--- config.mk ---
export PLATFORM = sky130hd
export DESIGN_NAME = sram_req_arbiter
export DESIGN_NICKNAME = d
export VERILOG_FILES = /design/src/rtl/sram_req_arbiter_pkg.sv /design/src/rtl/sram_req_arbiter_id_fifo.sv /design/src/rtl/sram_req_arbiter.sv
export SDC_FILE = /design/constraint.sdc
export NUM_CORES = 1
export LEC_CHECK = 0
export CORE_AREA = 3 3 122 124
export CTS_CLUSTER_DIAMETER = 120
export DETAILED_ROUTE_END_ITERATION = 10
export DIE_AREA = 0 0 125 127
export GPL_ROUTABILITY_DRIVEN = 0
export PLACE_DENSITY = 0.66
export SLEW_MARGIN = 15
export SYNTH_ARGS = -nofsm -noshare
export SYNTH_HDL_FRONTEND = slang
export SYNTH_SLANG_ARGS = --single-unit
export TNS_END_PERCENT = 50
--- constraint.sdc ---
create_clock -name clk -period 3.1 [get_ports clk]
set_input_delay 0.62 -clock clk [delete_from_list [all_inputs] [get_ports clk]]
set_output_delay 0.62 -clock clk [all_outputs]
set_load 0.03 [all_outputs]
--- src/rtl/sram_req_arbiter_pkg.sv ---
// ---------------------------------------------------------------------------
// sram_req_arbiter_pkg
//
// Shared definitions for the SRAM request arbiter:
//   - master ID encodings stored in the in-order ID FIFO
//   - arbiter FSM state encodings
//   - SRAM transfer size encodings
//   - helper mapping a master ID to its lock state
// ---------------------------------------------------------------------------
package sram_req_arbiter_pkg;

    // Source tag pushed into the ID FIFO for every accepted request
    localparam logic ARB_ID_INST = 1'b0;
    localparam logic ARB_ID_DATA = 1'b1;

    // IDLE: no grant held. LOCK_x: master x owns the port until addr_ok.
    typedef enum logic [1:0] {
        ARB_IDLE   = 2'd0,
        ARB_LOCK_I = 2'd1,
        ARB_LOCK_D = 2'd2
    } arb_state_e;

    // Size field carried on the SRAM-like interface
    typedef enum logic [1:0] {
        SRAM_SIZE_BYTE = 2'd0,
        SRAM_SIZE_HALF = 2'd1,
        SRAM_SIZE_WORD = 2'd2
    } sram_size_e;

    // Lock state to enter when the given master stalls on addr_ok
    function automatic arb_state_e arb_lock_state(input logic id);
        return (id == ARB_ID_DATA) ? ARB_LOCK_D : ARB_LOCK_I;
    endfunction

endpackage

--- src/rtl/sram_req_arbiter_id_fifo.sv ---
// ---------------------------------------------------------------------------
// arb_id_fifo
//
// 1-bit wide synchronous FIFO holding the source ID of every accepted
// request, in acceptance order. Push and pop in the same cycle are allowed
// at any occupancy, including full.
//
// Ports:
//   clk      rising-edge clock
//   resetn   asynchronous active-low reset (empties the FIFO)
//   push_i   write din_i at the tail
//   pop_i    discard the head entry
//   din_i    ID to store
//   full_o   occupancy == DEPTH
//   empty_o  occupancy == 0
//   head_o   ID at the head (valid when !empty_o)
// ---------------------------------------------------------------------------
module arb_id_fifo #(
    parameter int DEPTH = 4,
    parameter int CNT_W = $clog2(DEPTH) + 1
) (
    input  logic clk,
    input  logic resetn,
    input  logic push_i,
    input  logic pop_i,
    input  logic din_i,
    output logic full_o,
    output logic empty_o,
    output logic head_o
);

    localparam int PTR_W = $clog2(DEPTH);

    logic [DEPTH-1:0] mem_q,    mem_d;
    logic [PTR_W-1:0] wr_ptr_q, wr_ptr_d;
    logic [PTR_W-1:0] rd_ptr_q, rd_ptr_d;
    logic [CNT_W-1:0] count_q,  count_d;

    // DEPTH is a power of two, so the pointers wrap by plain overflow
    always_comb begin
        mem_d    = mem_q;
        wr_ptr_d = wr_ptr_q;
        rd_ptr_d = rd_ptr_q;
        count_d  = count_q;
        if (push_i) begin
            mem_d[wr_ptr_q] = din_i;
            wr_ptr_d        = wr_ptr_q + PTR_W'(1);
        end
        if (pop_i) begin
            rd_ptr_d = rd_ptr_q + PTR_W'(1);
        end
        if (push_i && !pop_i) begin
            count_d = count_q + CNT_W'(1);
        end else if (!push_i && pop_i) begin
            count_d = count_q - CNT_W'(1);
        end
    end

    always_ff @(posedge clk or negedge resetn) begin
        if (!resetn) begin
            mem_q    <= '0;
            wr_ptr_q <= '0;
            rd_ptr_q <= '0;
            count_q  <= '0;
        end else begin
            mem_q    <= mem_d;
            wr_ptr_q <= wr_ptr_d;
            rd_ptr_q <= rd_ptr_d;
            count_q  <= count_d;
        end
    end

    assign full_o  = (count_q == CNT_W'(DEPTH));
    assign empty_o = (count_q == '0);
    assign head_o  = mem_q[rd_ptr_q];

endmodule

--- src/rtl/sram_req_arbiter.sv ---
// ---------------------------------------------------------------------------
// sram_req_arbiter
//
// Shares one SRAM-like port between the instruction-fetch master (inst_*)
// and the load/store master (data_*). The granted request is forwarded
// combinationally; each accepted request's source is queued in an in-order
// ID FIFO, which routes every returning data_ok/rdata to its owner.
//
// Ports:
//   clk, resetn                clock / asynchronous active-low reset
//   inst_* / data_* inputs     req, wr, size, wstrb, addr, wdata per master
//   inst_/data_addr_ok         request accepted (granted master only)
//   inst_/data_data_ok, rdata  response routed from the memory side
//   mem_* outputs              forwarded request towards the bridge
//   mem_addr_ok/data_ok/rdata  memory-side handshake and response
//   err_spurious               sticky: data_ok seen with nothing outstanding
//
// Build option:
//   SRAM_ARB_RR_EN  round-robin arbitration in IDLE (default: data priority)
// ---------------------------------------------------------------------------
module sram_req_arbiter
    import sram_req_arbiter_pkg::*;
#(
    parameter int MAX_OUTSTANDING = 4,
    parameter int CNT_W           = $clog2(MAX_OUTSTANDING) + 1
) (
    input  logic        clk,
    input  logic        resetn,

    input  logic        inst_req,
    input  logic        inst_wr,
    input  logic [1:0]  inst_size,
    input  logic [3:0]  inst_wstrb,
    input  logic [31:0] inst_addr,
    input  logic [31:0] inst_wdata,
    output logic        inst_addr_ok,
    output logic        inst_data_ok,
    output logic [31:0] inst_rdata,

    input  logic        data_req,
    input  logic        data_wr,
    input  logic [1:0]  data_size,
    input  logic [3:0]  data_wstrb,
    input  logic [31:0] data_addr,
    input  logic [31:0] data_wdata,
    output logic        data_addr_ok,
    output logic        data_data_ok,
    output logic [31:0] data_rdata,

    output logic        mem_req,
    output logic        mem_wr,
    output logic [1:0]  mem_size,
    output logic [3:0]  mem_wstrb,
    output logic [31:0] mem_addr,
    output logic [31:0] mem_wdata,
    input  logic        mem_addr_ok,
    input  logic        mem_data_ok,
    input  logic [31:0] mem_rdata,

    output logic        err_spurious
);

    arb_state_e state_q, state_d;
    logic       grant_vld;
    logic       grant_id;
    logic       push;
    logic       pop;
    logic       fifo_full;
    logic       fifo_empty;
    logic       fifo_head;
    logic       err_spurious_q, err_spurious_d;
`ifdef SRAM_ARB_RR_EN
    logic       last_grant_q, last_grant_d;
`endif

    // Grant selection and next state. A lock pins the grant to its owner so
    // the forwarded payload cannot change under a pending handshake. The
    // full check uses the pre-pop occupancy, so a pop never enables a grant
    // in the same cycle. Grants are suppressed while in reset so mem_req and
    // the addr_ok outputs stay low even if the masters are requesting.
    always_comb begin
        grant_vld = 1'b0;
        grant_id  = ARB_ID_INST;
        case (state_q)
            ARB_IDLE: begin
                if (!fifo_full) begin
`ifdef SRAM_ARB_RR_EN
                    if (inst_req && data_req) begin
                        grant_vld = 1'b1;
                        grant_id  = ~last_grant_q;
                    end else if (data_req) begin
`else
                    if (data_req) begin
`endif
                        grant_vld = 1'b1;
                        grant_id  = ARB_ID_DATA;
                    end else if (inst_req) begin
                        grant_vld = 1'b1;
                        grant_id  = ARB_ID_INST;
                    end
                end
            end
            ARB_LOCK_I: begin
                grant_vld = 1'b1;
                grant_id  = ARB_ID_INST;
            end
            ARB_LOCK_D: begin
                grant_vld = 1'b1;
                grant_id  = ARB_ID_DATA;
            end
            default: begin
                grant_vld = 1'b0;
            end
        endcase
        grant_vld = grant_vld & resetn;

        mem_req = grant_vld & ((grant_id == ARB_ID_DATA) ? data_req : inst_req);

        state_d = state_q;
        case (state_q)
            ARB_IDLE: begin
                if (mem_req && !mem_addr_ok) begin
                    state_d = arb_lock_state(grant_id);
                end
            end
            ARB_LOCK_I, ARB_LOCK_D: begin
                // Leaves on acceptance, or when the owner withdraws its request
                if (!mem_req || mem_addr_ok) begin
                    state_d = ARB_IDLE;
                end
            end
            default: begin
                state_d = ARB_IDLE;
            end
        endcase
    end

    // Payload follows the grant; with no grant the inst side passes through
    assign mem_wr    = (grant_id == ARB_ID_DATA) ? data_wr    : inst_wr;
    assign mem_size  = (grant_id == ARB_ID_DATA) ? data_size  : inst_size;
    assign mem_wstrb = (grant_id == ARB_ID_DATA) ? data_wstrb : inst_wstrb;
    assign mem_addr  = (grant_id == ARB_ID_DATA) ? data_addr  : inst_addr;
    assign mem_wdata = (grant_id == ARB_ID_DATA) ? data_wdata : inst_wdata;

    assign push         = mem_req & mem_addr_ok;
    assign inst_addr_ok = push & (grant_id == ARB_ID_INST);
    assign data_addr_ok = push & (grant_id == ARB_ID_DATA);

    // Responses return in acceptance order, so the FIFO head names the owner
    assign pop          = mem_data_ok & ~fifo_empty;
    assign inst_data_ok = pop & (fifo_head == ARB_ID_INST);
    assign data_data_ok = pop & (fifo_head == ARB_ID_DATA);
    assign inst_rdata   = mem_rdata;
    assign data_rdata   = mem_rdata;

    assign err_spurious_d = err_spurious_q | (mem_data_ok & fifo_empty);
    assign err_spurious   = err_spurious_q;

`ifdef SRAM_ARB_RR_EN
    assign last_grant_d = push ? grant_id : last_grant_q;
`endif

    always_ff @(posedge clk or negedge resetn) begin
        if (!resetn) begin
            state_q        <= ARB_IDLE;
            err_spurious_q <= 1'b0;
`ifdef SRAM_ARB_RR_EN
            last_grant_q   <= ARB_ID_INST;
`endif
        end else begin
            state_q        <= state_d;
            err_spurious_q <= err_spurious_d;
`ifdef SRAM_ARB_RR_EN
            last_grant_q   <= last_grant_d;
`endif
        end
    end

    arb_id_fifo #(
        .DEPTH (MAX_OUTSTANDING),
        .CNT_W (CNT_W)
    ) u_id_fifo (
        .clk     (clk),
        .resetn  (resetn),
        .push_i  (push),
        .pop_i   (pop),
        .din_i   (grant_id),
        .full_o  (fifo_full),
        .empty_o (fifo_empty),
        .head_o  (fifo_head)
    );

endmodule

Yosys cells after proc, flatten, opt, wreduce, memory -nomap -nowiden
Index checks and enable logic that the tools add are counted.
Widths: inputs -> output; s select.

storage, ports and cells
  register bits = 14
  latch bits = 0
  RAM bits = 0
  memory bits (read-only) = 0
  input bits = 180
  output and inout bits = 141
  word-level logic and storage cells = 69
  memories = 0

operators by class
  $add $sub $neg = 4
  multipliers = 0
  div/mod/pow operators = 0
  order comparisons = 3
  eq/ne operators = 5
  shift operators = 0
  multiplexer cells = 24
  bitwise gates (word level) = 13
  reduce and logical (&&, ||, !) cells = 14

operator list
  operator             count
  $mux 32              2
  $and 1x1->1          9
  $mux 1               9
  $mux 2               4
  $lt 2x3->1 const B   2
  $mux 3               2
  $add 2x1->2 const B  2
  $bwmux 4             1
  $logic_and 1x1->1    4
  $logic_not 1->1      4
  $mux 4               1
  $pmux 1 s2           2
  $pmux 2 s2           1
  $add 3x1->3 const B  1
  $eq 3x3->1 const B   1
  $logic_not 3->1      1
  $not 1->1            3
  $sub 3x1->3 const B  1
  $bmux 1 s2           1
  $demux 1 s2          1
  $eq 2x1->1 const B   1
  $eq 2x2->1 const B   1
  $ge 2x1->1 const B   1
  $logic_not 2->1      1
  other kinds (7)      7

Logic depth before layout (Yosys ltp)
  depth in word-level cells = 11
  mapped depth = 13
  gate-level depth less buffers = 12

Modules after synthesis
From an unflattened synthesis, not the netlist that was laid out.

second synthesis, totals
  cells, all modules = 370
  area total of the unflattened synthesis = 2192.1 um^2

modules (own cells, without submodules)
  module            times used  cells an instance  area each (um^2)  sequential area each (um^2)
  sram_req_arbiter  1           327                1644.1            75.1
  arb_id_fifo       1           43                 548.0             275.3

Worst setup path after synthesis
Ideal clock, no wire load.

  path type = register to register
  from = reg state_q[0]
  to = reg u_id_fifo.count_q[2]
  setup time = 79 ps
  arrival = 2710 ps
  required time = 3021 ps
  slack = 310 ps
  stages on the path, launching flop included = 14
  path buffers = 2
  period minus slack after synthesis = 2790 ps
  cells stage by stage = dfrtp_1 inv_1 ha_1 clkbuf_1 a311oi_4 or4_1 buf_6 inv_1 ha_1 inv_1 fa_1 xor2_1 nor2_1 xor2_1

on the way
  longest elaborated chain between the ends = 9
  elaborated cells between the ends (all ways) = 15
  classes of those cells = eq/ne: 2; mux: 4; bitwise: 3; reduce/logical: 6

ends and longest elaborated chain
  item                                      line                            source
  start, declared                           sram_req_arbiter.sv:63          arb_state_e state_q, state_d;
  start signal, assigned                    sram_req_arbiter.sv:171         state_q <= state_d;
  $eq 2x1->1 or $eq 2x2->1 (tied branches)  sram_req_arbiter.sv:84          case (state_q)
  $reduce_or 2->1 (no line)                 -
  $pmux 1 s2                                sram_req_arbiter.sv:84
  $and 1x1->1                               sram_req_arbiter.sv:115         grant_vld = grant_vld & resetn;
  $and 1x1->1 (*)                           sram_req_arbiter.sv:117         mem_req = grant_vld & ((grant_id == ARB_ID_DATA) ? data_req : inst_req);
  $and 1x1->1 (*)                           sram_req_arbiter.sv:145         assign push = mem_req & mem_addr_ok;
  via push                                  sram_req_arbiter.sv:66          logic push;
  $logic_not 1->1                           sram_req_arbiter_id_fifo.sv:54  end else if (!push_i && pop_i) begin
  $logic_and 1x1->1                         sram_req_arbiter_id_fifo.sv:54
  $reduce_bool 2->1 (no line)               -
  end signal, assigned                      sram_req_arbiter_id_fifo.sv:69  count_q <= count_d;
  end, declared                             sram_req_arbiter_id_fifo.sv:37  logic [CNT_W-1:0] count_q, count_d;

Mark *: on every way through the listed nets, which the timed path passes. The rest lies on a longest branch.
A chain may end at the register's enable or synchronous reset.

Worst setup path in the final report
  from = in resetn
  to = out inst_addr_ok

on the way
  longest elaborated chain between the ends = 4

ends and longest elaborated chain
  item             line                     source
  start, declared  sram_req_arbiter.sv:28   input logic resetn,
  $and 1x1->1      sram_req_arbiter.sv:115
  $and 1x1->1      sram_req_arbiter.sv:117
  $and 1x1->1      sram_req_arbiter.sv:145
  $and 1x1->1      sram_req_arbiter.sv:146  assign inst_addr_ok = push & (grant_id == ARB_ID_INST);
  end, declared    sram_req_arbiter.sv:36   output logic inst_addr_ok,

Every way passes these cells.

==> impl_metrics.yaml <==
pwr:
  cellPowerDensity_nw_per_um2: 1210
  power.leakage_nw: 2.13
  peakVddDrop_mv: 0.483
  p_total_mw: 5.22
setup_path:
  crit_family: "simple AND/OR/NAND/NOR gates"
  arrival_ns: 2.31
  path_cells: "clkdlybuf4s50_1, nor2b_2, nand2_1, or4_1, buf_4, nor2_1, buf_4"
  slowest_stage: "or4_1"
  path_common_cell: "buf_4"
  cp_slowest_stage_delay_ns: 0.53
  cp_num_buf_inv: 3
  worst_ep_required_time_ns: 2.48
  critical_path.endpoint_type: "primary output"
  cp-start-kind: "primary input"
  crit_fanout: 4
  path_class: "in2out"
placement:
  placed_area_um2: 4240
  pre_cts_slack_ns: 0.0368
  hpwlAfterDp_um: 7870
  port_buffers: 224
synth:
  synth_fp_nets: 570
  synthArstFlopShare_pct: 100
  syn_area_per_cell_um2: 5.99
  synth_edf_count: 0
  syn-cell-area_um2: 2280
  synth_seq_cells: 14
  synth_cells: 381
  seq_area_frac_synth_pct: 15.4
  synth_flop_cell: "dfrtp_1"
  yosys_warnings: 0
  synthDistinctLibCells: 35
sta:
  setup_slack_ns: 0.173
  fin_tns_setup_ns: 0
  hold_viol_final: 0
  clock.fmax_ghz: 0.342
  rsz0062_at_grt: "false"
  tightest_slew_ns: 0.379
  period_needed_ns: 2.93
  skew_ns: 0.00212
  holdWs_ns: 0.461
  finalSetupViolations: 0
  min_period_over_period_pct: 94.4
  report.final.slew_viol_count: 0
  max-slew-margin-rel_pct: 74.5
cells_and_area:
  insertedDiodeCount: 0
  syn_to_final_growth_pct: 89.6
  drive_gt1_share_pct: 18.4
  design_area_um2: 4330
  finalNetCount: 729
grt:
  grtUsageMet3_pct: 3.39
  grt_pass1_wl_um: 14000
  grt_max_degree: 43
  track_usage_pct: 10.5
  first_global_vias: 2624
  grt_overflow: 0
  met2_usage_pct: 17.9
  antenna_found_initial: 0
  grt.busiest_layer: "met2"
  met1_usage_pct: 13.4
clocking:
  holdBufCountCts: 0
  clk_latency_ns: 0.24
  cts.clk_slew.worst_paths_ns: 0.05
  clockBufferDepth: 2
  cts_tree: "yes"
  cts_buffers: 3
  cts_max_level: 1
  cts.sinks: 14
  ctsRootBufferMaster: "clkbuf_16"
status:
  status: "completed"
die:
  rows: 43
  start_util_pct: 16.4
  die_area_um2: 15900
  die_w_um: 125
  die_h_um: 127
  coreArea_um2: 13900
  pin_count: 321
routing:
  drt-vias-per-instance: 3.91
  drc_errors: 0
  num_vias: 2813
  wl_um: 9350
  drt_first_iter_violations: 111
  postRouteAntennaNets: 0
  drt-wirelength-per-cell_um: 13.0
  drt-pass1-iter-count: 4
hold_path:
  hold_class: "reg2reg"
flow_run:
  drv_cap: 0
==> metal layers <==
| metal | share of wire, % | up-vias |
|---|---|---|
| li1 | - | 1433 |
| met1 | 41 | 1194 |
| met2 | 49 | 170 |
| met3 | 9.3 | 16 |
| met4 | 1.4 | 0 |
| met5 | 0 | - |
==> placed cells by master, fill, tap and decap left out, types with 2 or more instances in the layout <==
cell	instances
o31ai_1	8
nand2_1	218
buf_12	11
nand3_1	2
clkbuf_16	3
nor3_1	2
xnor2_1	3
nand4_1	4
nor2_1	5
ha_1	8
nand2b_1	2
dfrtp_1	14
buf_4	77
inv_1	8
xor2_1	3
clkdlybuf4s50_1	150
==> sequential cells by signal (all words and copies together), names as in the netlist <==
signal and cells:
err_spurious 1, u_id_fifo.count_q 3, u_id_fifo.wr_ptr_q 2, state_q 2, u_id_fifo.rd_ptr_q 2, u_id_fifo.mem_q 4
==> per-stage QoR <==
step / utilization (%) / instances
after floorplan: - / 381
after global placement: 30.5 / 715
after detailed placement: 30.5 / 715
after CTS: 31.2 / 719
after global routing: 31.2 / 719
final: 31.2 / 719
==> cell usage after synthesis, drive strengths merged (2+ instances only) <==
library cell,number,area [µm²]
buf,71,538
nor2,5,18.8
ha,8,100
xnor2,3,26.3
nand2b,2,12.5
nand4,4,25.0
clkbuf,13,48.8
dfrtp,14,350
nand2,218,818
o31ai,8,60.1
nor3,2,10.0
mux2,2,26.3
inv,8,30.0
xor2,3,26.3
nand3,2,10.0
nor2b,2,12.5
==> what timing repair did <==
action	CTS	global route
hold endpoints to repair	0	0
setup buffers	0	0
endpoints found under the setup margin	0	2
resized for setup	0	1
==> path summary, 6_finish.rpt <==
path | start | endpoint | slack [ns] | cells past startpoint
max in group asynchronous | resetn | state_q[1] | 2.20 | 2
min reg2reg | err_spurious | err_spurious | 0.46 | 1
max reg2reg | state_q[0] | u_id_fifo.count_q[2] | 0.36 | 11
min in group asynchronous | resetn | u_id_fifo.mem_q[1] | 0.73 | 2
min | err_spurious | err_spurious | 0.46 | 1
max | resetn | inst_addr_ok | 0.17 | 7
==> cells by family (layout without fill, tap and decap cells) <==
group,count (synthesis),after routing,synth area share (%)
AND/OR/NAND/NOR,240,240,41.4
buffers and inverters,92,250,27.0
AO/OA/AOI/OAI,17,17,6.52
flip-flops,14,14,15.4
adder cells (fa/ha/maj),9,9,5.26
XOR/XNOR,6,6,2.30
multiplexers,3,3,2.14
==> report_power, final <==
group	internal, mW	switching [mW]	leakage (nW)	total, mW
registers	0.277	0.0934	0.169	0.370
clock network	0.195	0.0750	0.0442	0.270
logic	1.80	2.78	1.92	4.58
total	2.27	2.95	2.13	5.22
==> final cells by class <==
| type | count | area (µm²) |
|---|---|---|
| clock buffers | 4 | 88.8 |
| flip-flops and latches | 14 | 350 |
| well taps | 180 | 225 |
| repair buffers | 238 | 2300 |
| inverters | 8 | 30.0 |
| multi-input cells | 275 | 1330 |
| fillers | 1503 | 9550 |
(Power assumes the default switching activity.)
